<file path="src/rtl/maq_pkg.sv">
// Shared types, limits and helpers for the minutes/hours clock stage.
// Latency: n/a (declarations only).
// Backpressure: n/a.
package maq_pkg;

  // Set-mode state machine. Code 2'b11 is unreachable and is treated as RUN.
  typedef enum logic [1:0] {
    ST_RUN   = 2'b00,
    ST_SET_H = 2'b01,
    ST_SET_M = 2'b10
  } state_t;

  localparam int LSD_MAX  = 9;   // units digit rolls 9 -> 0
  localparam int MMSD_MAX = 5;   // minutes tens digit never exceeds 5
  localparam int M_MAX    = 59;  // last minute before rollover
  localparam int H24_MAX  = 23;  // last hour in 24h mode
  localparam int H12_MAX  = 12;  // last hour in 12h mode (12 -> 01)
  localparam int H12_MIN  = 1;   // first hour after the 12h wrap
  localparam int H12_PM   = 11;  // 11 -> 12 flips the am/pm flag

  // Decimal 0-99 to two packed BCD digits {tens, units}.
  function automatic logic [7:0] to_bcd(input int v);
    logic [3:0] tens;
    logic [3:0] units;
    tens  = 4'(v / 10);
    units = 4'(v % 10);
    return {tens, units};
  endfunction

endpackage

</file>
<file path="src/rtl/maq_bcd2.sv">
// Two-digit BCD counter that wraps from MAX_VAL back to MIN_VAL.
// Latency: digits update on the edge where inc is high; wrap is a same-cycle carry.
// Backpressure: none; every inc pulse is counted.
//
// Ports: clk/rst_n (async active-low), inc (count one step), load (reload RST_VAL),
//        lsd/msd (registered BCD digits), wrap (inc while at MAX_VAL).
module maq_bcd2
  import maq_pkg::*;
#(
  parameter int MSD_W   = 3,
  parameter int MAX_VAL = 59,
  parameter int MIN_VAL = 0,
  parameter int RST_VAL = 0
) (
  input  logic             clk,
  input  logic             rst_n,
  input  logic             inc,
  input  logic             load,
  output logic [3:0]       lsd,
  output logic [MSD_W-1:0] msd,
  output logic             wrap
);

  localparam logic [7:0] MAX_B = to_bcd(MAX_VAL);
  localparam logic [7:0] MIN_B = to_bcd(MIN_VAL);
  localparam logic [7:0] RST_B = to_bcd(RST_VAL);

  localparam logic [3:0]       MAX_L = MAX_B[3:0];
  localparam logic [MSD_W-1:0] MAX_M = MSD_W'(MAX_B[7:4]);
  localparam logic [3:0]       MIN_L = MIN_B[3:0];
  localparam logic [MSD_W-1:0] MIN_M = MSD_W'(MIN_B[7:4]);
  localparam logic [3:0]       RST_L = RST_B[3:0];
  localparam logic [MSD_W-1:0] RST_M = MSD_W'(RST_B[7:4]);
  localparam logic [3:0]       L_TOP = 4'(LSD_MAX);

  logic at_max;

  assign at_max = (lsd == MAX_L) && (msd == MAX_M);
  assign wrap   = inc && at_max;

  always_ff @(posedge clk or negedge rst_n) begin
    if (!rst_n) begin
      lsd <= RST_L;
      msd <= RST_M;
    end else if (load) begin
      lsd <= RST_L;
      msd <= RST_M;
    end else if (inc) begin
      if (at_max) begin
        lsd <= MIN_L;
        msd <= MIN_M;
      end else if (lsd == L_TOP) begin
        lsd <= 4'd0;
        msd <= msd + MSD_W'(1);
      end else begin
        lsd <= lsd + 4'd1;
      end
    end
  end

endmodule

</file>
<file path="src/rtl/maq_hm.sv">
// Minutes/hours stage: BCD mm:hh from the seconds carry, plus button time-set FSM.
// Latency: digits update on the first edge that sees addminuto high; addday one edge after 23:59->00:00.
// Backpressure: none; one minute per carry rise, mode/inc pulses acted on the edge they are seen.
//
// Ports: maqhm_clock, maqhm_reset (async active-low), maqhm_addminuto (carry level),
//        maqhm_mode / maqhm_inc (one-clock button pulses), BCD digits out, maqhm_state
//        (00 RUN, 01 SET_H, 10 SET_M), maqhm_zerosec and maqhm_addday one-clock pulses.
// Build option: define MAQHM_12H_EN for a 12h clock (12,01..11) with the maqhm_pm output.
module maq_hm
  import maq_pkg::*;
#(
`ifdef MAQHM_12H_EN
  parameter int RST_H = 12,
`else
  parameter int RST_H = 0,
`endif
  parameter int RST_M = 0
) (
  input  logic       maqhm_clock,
  input  logic       maqhm_reset,
  input  logic       maqhm_addminuto,
  input  logic       maqhm_mode,
  input  logic       maqhm_inc,
  output logic [3:0] maqhm_mLsd,
  output logic [2:0] maqhm_mMsd,
  output logic [3:0] maqhm_hLsd,
  output logic [1:0] maqhm_hMsd,
  output logic [1:0] maqhm_state,
`ifdef MAQHM_12H_EN
  output logic       maqhm_pm,
`endif
  output logic       maqhm_zerosec,
  output logic       maqhm_addday
);

  state_t state;
  logic   add_q;      // previous addminuto level, tracked in every state
  logic   minute_ev;
  logic   run;
  logic   m_inc;
  logic   m_wrap;
  logic   h_inc;
  logic   h_wrap;
  logic   day_ev;
  logic   day_q;      // delays addday one edge behind the digit rollover

  assign minute_ev = maqhm_addminuto && !add_q;
  // Anything other than the two set states behaves as RUN, including code 11.
  assign run       = (state != ST_SET_H) && (state != ST_SET_M);

  // Minute carry only ripples into the hour while running; in SET_M the
  // minute wraps 59->00 on its own.
  assign m_inc = (run && minute_ev) || ((state == ST_SET_M) && maqhm_inc);
  assign h_inc = (run && m_wrap)    || ((state == ST_SET_H) && maqhm_inc);

  maq_bcd2 #(
    .MSD_W   (3),
    .MAX_VAL (M_MAX),
    .MIN_VAL (0),
    .RST_VAL (RST_M)
  ) u_min (
    .clk   (maqhm_clock),
    .rst_n (maqhm_reset),
    .inc   (m_inc),
    .load  (1'b0),
    .lsd   (maqhm_mLsd),
    .msd   (maqhm_mMsd),
    .wrap  (m_wrap)
  );

  maq_bcd2 #(
    .MSD_W   (2),
`ifdef MAQHM_12H_EN
    .MAX_VAL (H12_MAX),
    .MIN_VAL (H12_MIN),
`else
    .MAX_VAL (H24_MAX),
    .MIN_VAL (0),
`endif
    .RST_VAL (RST_H)
  ) u_hour (
    .clk   (maqhm_clock),
    .rst_n (maqhm_reset),
    .inc   (h_inc),
    .load  (1'b0),
    .lsd   (maqhm_hLsd),
    .msd   (maqhm_hMsd),
    .wrap  (h_wrap)
  );

`ifdef MAQHM_12H_EN
  localparam logic [7:0] PM_B = to_bcd(H12_PM);
  logic pm_q;
  logic pm_flip;

  // am/pm flips when the hour steps 11 -> 12; the 12 -> 01 wrap leaves it alone.
  assign pm_flip = h_inc && (maqhm_hMsd == PM_B[5:4]) && (maqhm_hLsd == PM_B[3:0]);
  // A new day starts when pm drops back to am during normal running.
  assign day_ev  = run && pm_flip && pm_q && !h_wrap;
  assign maqhm_pm = pm_q;

  always_ff @(posedge maqhm_clock or negedge maqhm_reset) begin
    if (!maqhm_reset) begin
      pm_q <= 1'b0;
    end else if (pm_flip) begin
      pm_q <= !pm_q;
    end
  end
`else
  assign day_ev = run && h_wrap;
`endif

  assign maqhm_state = state;

  always_ff @(posedge maqhm_clock or negedge maqhm_reset) begin
    if (!maqhm_reset) begin
      state         <= ST_RUN;
      add_q         <= 1'b0;
      day_q         <= 1'b0;
      maqhm_zerosec <= 1'b0;
      maqhm_addday  <= 1'b0;
    end else begin
      add_q         <= maqhm_addminuto;
      day_q         <= day_ev;
      maqhm_addday  <= day_q;
      maqhm_zerosec <= 1'b0;
      case (state)
        ST_SET_H: if (maqhm_mode) state <= ST_SET_M;
        ST_SET_M: begin
          if (maqhm_mode) begin
            state         <= ST_RUN;
            maqhm_zerosec <= 1'b1;
          end
        end
        default:  state <= maqhm_mode ? ST_SET_H : ST_RUN;
      endcase
    end
  end

endmodule
</file>
<file path="config.mk">
export PLATFORM = sky130hd
export DESIGN_NAME = maq_hm
export DESIGN_NICKNAME = d
export VERILOG_FILES = /design/src/rtl/maq_pkg.sv /design/src/rtl/maq_bcd2.sv /design/src/rtl/maq_hm.sv
export SDC_FILE = /design/constraint.sdc
export NUM_CORES = 1
export LEC_CHECK = 0
export ABC_CLOCK_PERIOD_IN_PS = 2800
export BUFFER_PORTS_ARGS = -buffer_cell sky130_fd_sc_hd__buf_2
export CORE_MARGIN = 2
export CORE_UTILIZATION = 52
export DETAILED_ROUTE_END_ITERATION = 7
export PLACE_DENSITY = 0.77
export SLEW_MARGIN = 20
export SYNTH_ARGS = -nofsm -noshare
export SYNTH_HDL_FRONTEND = slang
export SYNTH_SLANG_ARGS = --single-unit
</file>
<file path="constraint.sdc">
create_clock -name maqhm_clock -period 2.8 [get_ports maqhm_clock]
set_clock_uncertainty 0.15 [all_clocks]
set_input_delay 0.14 -clock maqhm_clock [delete_from_list [all_inputs] [get_ports maqhm_clock]]
set_output_delay 0.14 -clock maqhm_clock [all_outputs]
set_load 0.01 [all_outputs]
</file>
==> flow_summary.yaml, run 1 <==
synthesis:
  synth_top_cell_area_share: 0.4567
  synth_edf_count: 0
  synth.most_common_cell: "dfrtp_1"
  yosysTopAreaCell: "dfrtp_1"
  ys_top_cells_by_area: "dfrtp_1 (46%), ha_1 (8.4%), mux2_2 (4.3%)"
  ys_types: 32
  synthFlopType: "dfrtp_1"
  ys_seq_area_frac: 0.4567
  async_flop_share: 1.000
  synth_fp_nets: 112
  ys_warn_count: 0
  syn-cell-area_sq_um: 1041
  synth.avg_cell_area_sq_um: 10.41
  synthTopCellsByCount: "dfrtp_1 (19), nand2_1 (10), o21ai_0 (8)"
  syn_inst: 100
  synth-seq-cells: 19
clocking:
  clk_path_buf_depth: 2
  htree_levels: 1
  clk_pin_slew_ps: 100
  clk_latency_ps: 290
  cts_tree: "built"
  cts-buffers-inserted: 3
  cts.sinks: 19
  clockRootBuffer: "clkbuf_4"
placed_design:
  routabilityCongestion: 0.7514
  dpl.hpwl_um: 1418
  post_dp_cell_area_sq_um: 1176
  numPortBuffers: 21
worst_setup_path:
  cp_max_fo: 6
  arrival_ps: 2180
  startpoint_type: "register"
  worstPathRequired_ps: 2830
  crit_type: "register to register"
  end_kind: "register"
die:
  die-area_sq_um: 2376
  initial_core_util: 0.5417
  pin_count: 22
  rows: 16
  fp.dieH_um: 48.74
  die_x_um: 48.74
  core-area_sq_um: 1922
final_layout:
  nFillCells: 179
  stdcell_area_sq_um: 1232
  nets: 140
  multiInputGateArea_sq_um: 539.3
  seq_area_sq_um: 475.5
  synthToLayoutAreaGrowth_pct: 18.39
  antenna_cells: 0
  layout-drive-gt1-share: 0.2677
sta:
  min_period_ps: 2152
  setup_viol: 0
  fin_crit_sh: 0.7685
  maxSlewHeadroom: 0.6572
  drv_slew: 0
  tightest_slew_ps: 514.1
  finalHoldViolations: 0
  rsz0062_at_grt: "false"
  fin_tns_setup_ps: 0
  fmax_mhz: 464.7
route:
  dr.pass1.iters: 3
  drc: 0
  drt_iter0_drc: 4
  vias_per_cell: 5.312
  ant_nets: 0
  wl_um: 1883
  wl_per_cell_um: 12.23
  vias: 818
run_status:
  status: "complete, no violations"
power_and_ir_drop:
  leakage_uw: 0.0005759
  peakVddDrop_mv: 0.5671
  power.density_nw_per_um2: 1027
grt:
  grt_use_total: 0.1698
  grt_max_degree: 20
  met2_usage: 0.3037
  grt.met1_usage: 0.1984
  met3_usage: 0.02778
  grt_pass1_vias: 735
  overflow: 0
  grt_first_pass_wirelength_um: 3125
  grt_antenna_before_repair: 0
  grt.busiest_layer: "met2"
flow_run:
  maxCapViolations: 0
min_path:
  hp-class: "primary input to register"
==> timing repair <==
item / CTS / global route
gates resized for setup: 0 / 0
hold endpoints to repair: 22 / 0
setup buffers: 0 / 0
hold buffers: 3 / 0
==> logic make-up after synthesis <==
| kind of cell | after synthesis | synth area share |
|---|---|---|
| muxes | 5 | 0.05769 |
| DFF | 19 | 0.4567 |
| xor gates and xnor gates | 1 | 0.008415 |
| and+or+nand+nor | 33 | 0.1791 |
| buffers and inverters | 7 | 0.02524 |
| adders and majority gates | 7 | 0.08413 |
| AOI/OAI and AO/OA | 28 | 0.1887 |
==> worst max-delay path: stages (launching register included) <==
cell	delay, ps
dfrtp_1	420
inv_1	60
ha_1	390
nand3b_4	130
a211o_4	390
a21oi_2	160
mux2_2	340
==> power by group <==
group          switching (uW)  internal [uW]  leakage (uW)  total, uW
Clock                    76.1           55.3     0.0000150        131
Sequential                153            382      0.000230        535
Combinational             310            289      0.000331        599
Total                     539            726      0.000576       1270
==> registers in the layout, summed over array words and instances, names as in the netlist <==
register and flops:
u_min.lsd 4, maqhm_state 2, maqhm_addday 1, u_min.msd 3, maqhm_zerosec 1, u_hour.msd 2, u_hour.lsd 4, day_q 1
add_q 1
==> final timing paths <==
check                      slack, ps       endpoint      startpoint  cells past startpoint
min                              130   u_min.lsd[0]       maqhm_inc                      4
max in group asynchronous       2060   u_min.msd[1]     maqhm_reset                      2
max                              650  u_hour.msd[0]  maqhm_state[0]                      6
min in group asynchronous        150   u_min.lsd[1]     maqhm_reset                      2
min reg2reg                      210   maqhm_addday           day_q                      0
max reg2reg                      650  u_hour.msd[0]  maqhm_state[0]                      6
==> layout make-up <==
class,count,area share
clock buffers,4,0.02132
inverters,6,0.01827
multi-input cells,74,0.4376
flip-flops and latches,19,0.3858
well taps,27,0.02741
repair buffers,24,0.1096
==> layer usage <==
metal  up-vias  wire, um
met2        14       979
met4         0        17
li1        412         -
met3         2        51
met5         -         0
met1       390       835
==> per-stage QoR <==
stage	utilization	total power, uW	setup WS (ps)	cells	hold slack, ps
CTS	0.6413	1283	637.5	154	123.6
global route	0.6413	1381	537.9	154	160.5
finish	0.6413	1265	648.2	154	131.4
detailed placement	0.6120	1142	659.3	147	-50.00
global placement	0.6120	1105	711.5	147	-53.42
floorplan	-	937.9	706.6	100	-305.6
==> placed cells by master, fill, tap and decap left out, types with 2 or more instances in the layout <==
cell type,count
dlygate4sd3_1,3
a21oi_1,6
buf_2,21
dfrtp_1,19
clkbuf_4,3
o21ai_0,8
and2_1,2
o2bb2ai_1,2
inv_1,6
nor2b_1,3
mux2_2,4
nand3b_1,3
nand2_1,10
ha_1,7
a41oi_1,2
a211oi_1,2
nor2_1,6
nand3_1,3
No activity file was read; power rests on OpenSTA's default activity.
==> run 2: changes to the inputs <==
--- a/config.mk
+++ b/config.mk
@@ -5,12 +5,13 @@
 export SDC_FILE = /design/constraint.sdc
 export NUM_CORES = 1
 export LEC_CHECK = 0
-export ABC_CLOCK_PERIOD_IN_PS = 2800
+export ABC_AREA = 1
+export ABC_CLOCK_PERIOD_IN_PS = 1900
 export BUFFER_PORTS_ARGS = -buffer_cell sky130_fd_sc_hd__buf_2
 export CORE_MARGIN = 2
-export CORE_UTILIZATION = 52
+export CORE_UTILIZATION = 47
 export DETAILED_ROUTE_END_ITERATION = 7
-export PLACE_DENSITY = 0.77
+export PLACE_DENSITY = 0.73
 export SLEW_MARGIN = 20
 export SYNTH_ARGS = -nofsm -noshare
 export SYNTH_HDL_FRONTEND = slang
==> constraint.sdc (replaced) <==
create_clock -name maqhm_clock -period 1.9 [get_ports maqhm_clock]
set_clock_uncertainty 0.15 [all_clocks]
set_input_delay 0.095 -clock maqhm_clock [delete_from_list [all_inputs] [get_ports maqhm_clock]]
set_output_delay 0.095 -clock maqhm_clock [all_outputs]
set_load 0.01 [all_outputs]
==> run 2 against run 1 <==
Count of clock-buffer cells in the layout decreased by 1. Die area is 7.4% higher. Sequential share of layout area grew 0.52 points. Largest cell class is now sequential cells. Combinational power rose by 37%. Cell count rose by 13%. Critical endpoint is now u_hour.msd[1]. Worst hold slack got worse by 84 ps. Non-clock buffer count unchanged. Critical path type unchanged. Power increased by 37%.
==> flow_summary.yaml, run 2 <==
sta:
  setup_viol: 0
  drv_slew: 0
  tightest_slew_ps: 422.7
  fin_ws_ps: 193.7
  min_period_ps: 1706
  fin_tns_setup_ps: 0
  finalHoldViolations: 0
  rsz0062_at_grt: "false"
  maxSlewHeadroom: 0.7182
  fin_crit_sh: 0.8980
  fmax_mhz: 586.1
synthesis:
  ys_types: 23
  yosysTopAreaCell: "dfrtp_1"
  synthTopCellsByCount: "nand2_1 (27), dfrtp_1 (19), inv_1 (15)"
  async_flop_share: 1.000
  synth_edf_count: 0
  synth_fp_nets: 131
  synth.most_common_cell: "nand2_1"
  synth.avg_cell_area_sq_um: 8.548
  ys_seq_area_frac: 0.4674
  ys_top_cells_by_area: "dfrtp_1 (47%), nand2_1 (10%), ha_1 (8.6%)"
  synth_top_cell_area_share: 0.4674
  synthFlopType: "dfrtp_1"
  syn_inst: 119
  syn-cell-area_sq_um: 1017
  synth-seq-cells: 19
  ys_warn_count: 0
min_path:
  hp-class: "primary input to register"
  whs_path_depth: 4
  min_from: "maqhm_inc"
clocking:
  clockRootBuffer: "clkbuf_4"
  ctsHoldBuffers: 3
  htree_levels: 1
  cts.repair.resized: 0
  cts-buffers-inserted: 3
  cts_tree: "built"
  cts_setup_buffers: 0
  clk_pin_slew_ps: 120
  cts.sinks: 19
  clk_path_buf_depth: 2
  clk_latency_ps: 300
final_layout:
  stdcell_count: 174
  nFillCells: 200
  layout-drive-gt1-share: 0.2653
  synthToLayoutAreaGrowth_pct: 19.56
  nets: 160
  layout_common_cells: "nand2_1 (27), buf_2 (21), dfrtp_1 (19), inv_1 (15), nor2_1 (9)"
  antenna_cells: 0
  layout_commonest_cell: "nand2_1"
  reg_top3: "u_hour.lsd (4), u_min.lsd (4), u_min.msd (3)"
worst_setup_path:
  crit_slowest_cell: "dfrtp_1"
  cp_max_fo: 10
  crit_cells: 9
  setup.worst_path.end: "u_hour.msd[1]"
  arrival_ps: 1760
  path_cells: "inv_1 > ha_1 > nand3_2 > nand2_4 > nand3_2 > nand2_4 > nand2_1 > nand2_1 > nand2_1"
  worstPathRequired_ps: 1960
  crit_type: "register to register"
  cpLargestDelayFamily: "simple AND/OR/NAND/NOR gates"
  ff2ff_setup_slack_ps: 190
  end_kind: "register"
  r2r_start: "maqhm_state[0]"
  reg2reg_to: "u_hour.msd[1]"
  r2r_cells: 9
  startpoint_type: "register"
  crit_buf_inv: 1
  crit_top_cell: "nand2_1"
  worst_path_largest_cell_delay_ps: 410
  crit_start: "maqhm_state[0]"
die:
  core-area_sq_um: 2002
  rows: 16
  initial_core_util: 0.5081
  die_x_um: 50.52
  die-area_sq_um: 2552
  fp.dieH_um: 50.52
  pin_count: 22
route:
  wl_per_cell_um: 10.66
  wl_um: 1854
  vias_per_cell: 4.816
  dr.pass1.iters: 4
  drc: 0
  vias: 838
  drt_iter0_drc: 20
  ant_nets: 0
power_and_ir_drop:
  peakVddDrop_mv: 0.8454
  leakage_uw: 0.0006574
  power.density_nw_per_um2: 1427
grt:
  grt_max_degree: 20
  overflow: 0
  grt_use_total: 0.1736
  grt_pass1_vias: 822
  grt_antenna_before_repair: 0
  grt_first_pass_wirelength_um: 3353
placed_design:
  placed_cells: 167
  routabilityCongestion: 0.8310
  numPortBuffers: 21
  place_ws_ps: 215.9
  dpl.hpwl_um: 1359
run_status:
  status: "complete, no violations"
flow_run:
  maxCapViolations: 0
-- run 2: metrics by stage --
step             util  total power (uW)  hold WS [ps]  area, sq um
4_1_cts        0.6075              1750         43.43         1216
2_1_floorplan       -              1254        -350.6         1017
3_5_place_dp   0.5775              1523        -90.73         1156
3_3_place_gp   0.5775              1494        -95.27         1156
6_report       0.6075              1735         47.01         1216
5_1_grt        0.6075              1908         73.64         1216
-- run 2: per-layer routing --
metal | GRT usage | routed length [um] | up-vias
met5 | 0 | 0 | -
met4 | 0.08108 | 36 | 0
met3 | 0.03869 | 91 | 6
met2 | 0.2697 | 873 | 24
met1 | 0.2302 | 853 | 371
li1 | - | - | 437
-- run 2: cell families after synthesis --
logic type	share of synthesized area
adder cells (fa/ha/maj)	0.08610
AND/OR/NAND/NOR	0.2509
flip-flops	0.4674
AO/OA/AOI/OAI	0.1119
buffers and inverters	0.07502
XOR/XNOR	0.008612
-- run 2: worst min-delay path by stage --
stage / end / slack, ps
floorplan: add_q / -350
global placement: u_min.msd[1] / -100
detailed placement: u_min.msd[1] / -90
CTS: u_hour.lsd[2] / 40
global route: u_hour.lsd[2] / 70
finish: u_hour.lsd[2] / 50
-- run 2: cell type report --
cell class,count,area [sq um],share of cell area
clock buffers,3,22.52,0.01852
clock inverters,1,7.507,0.006173
inverters,20,76.32,0.06276
multi-input cells,80,465.4,0.3827
flip-flops and latches,19,475.5,0.3909
well taps,27,33.78,0.02778
repair buffers,24,135.1,0.1111
-- run 2: power breakdown --
part | switching, uW | internal [uW] | total, uW | leakage, uW
logic | 493 | 326 | 820 | 0.000406
clock network | 134 | 80.0 | 214 | 0.0000139
registers | 151 | 550 | 701 | 0.000238
-- run 2: worst register-to-register path: stages, from the launching register on --
cell,delay [ps]
dfrtp_1,410
inv_1,80
ha_1,330
nand3_2,110
nand2_4,120
nand3_2,90
nand2_4,120
nand2_1,90
nand2_1,60
nand2_1,40
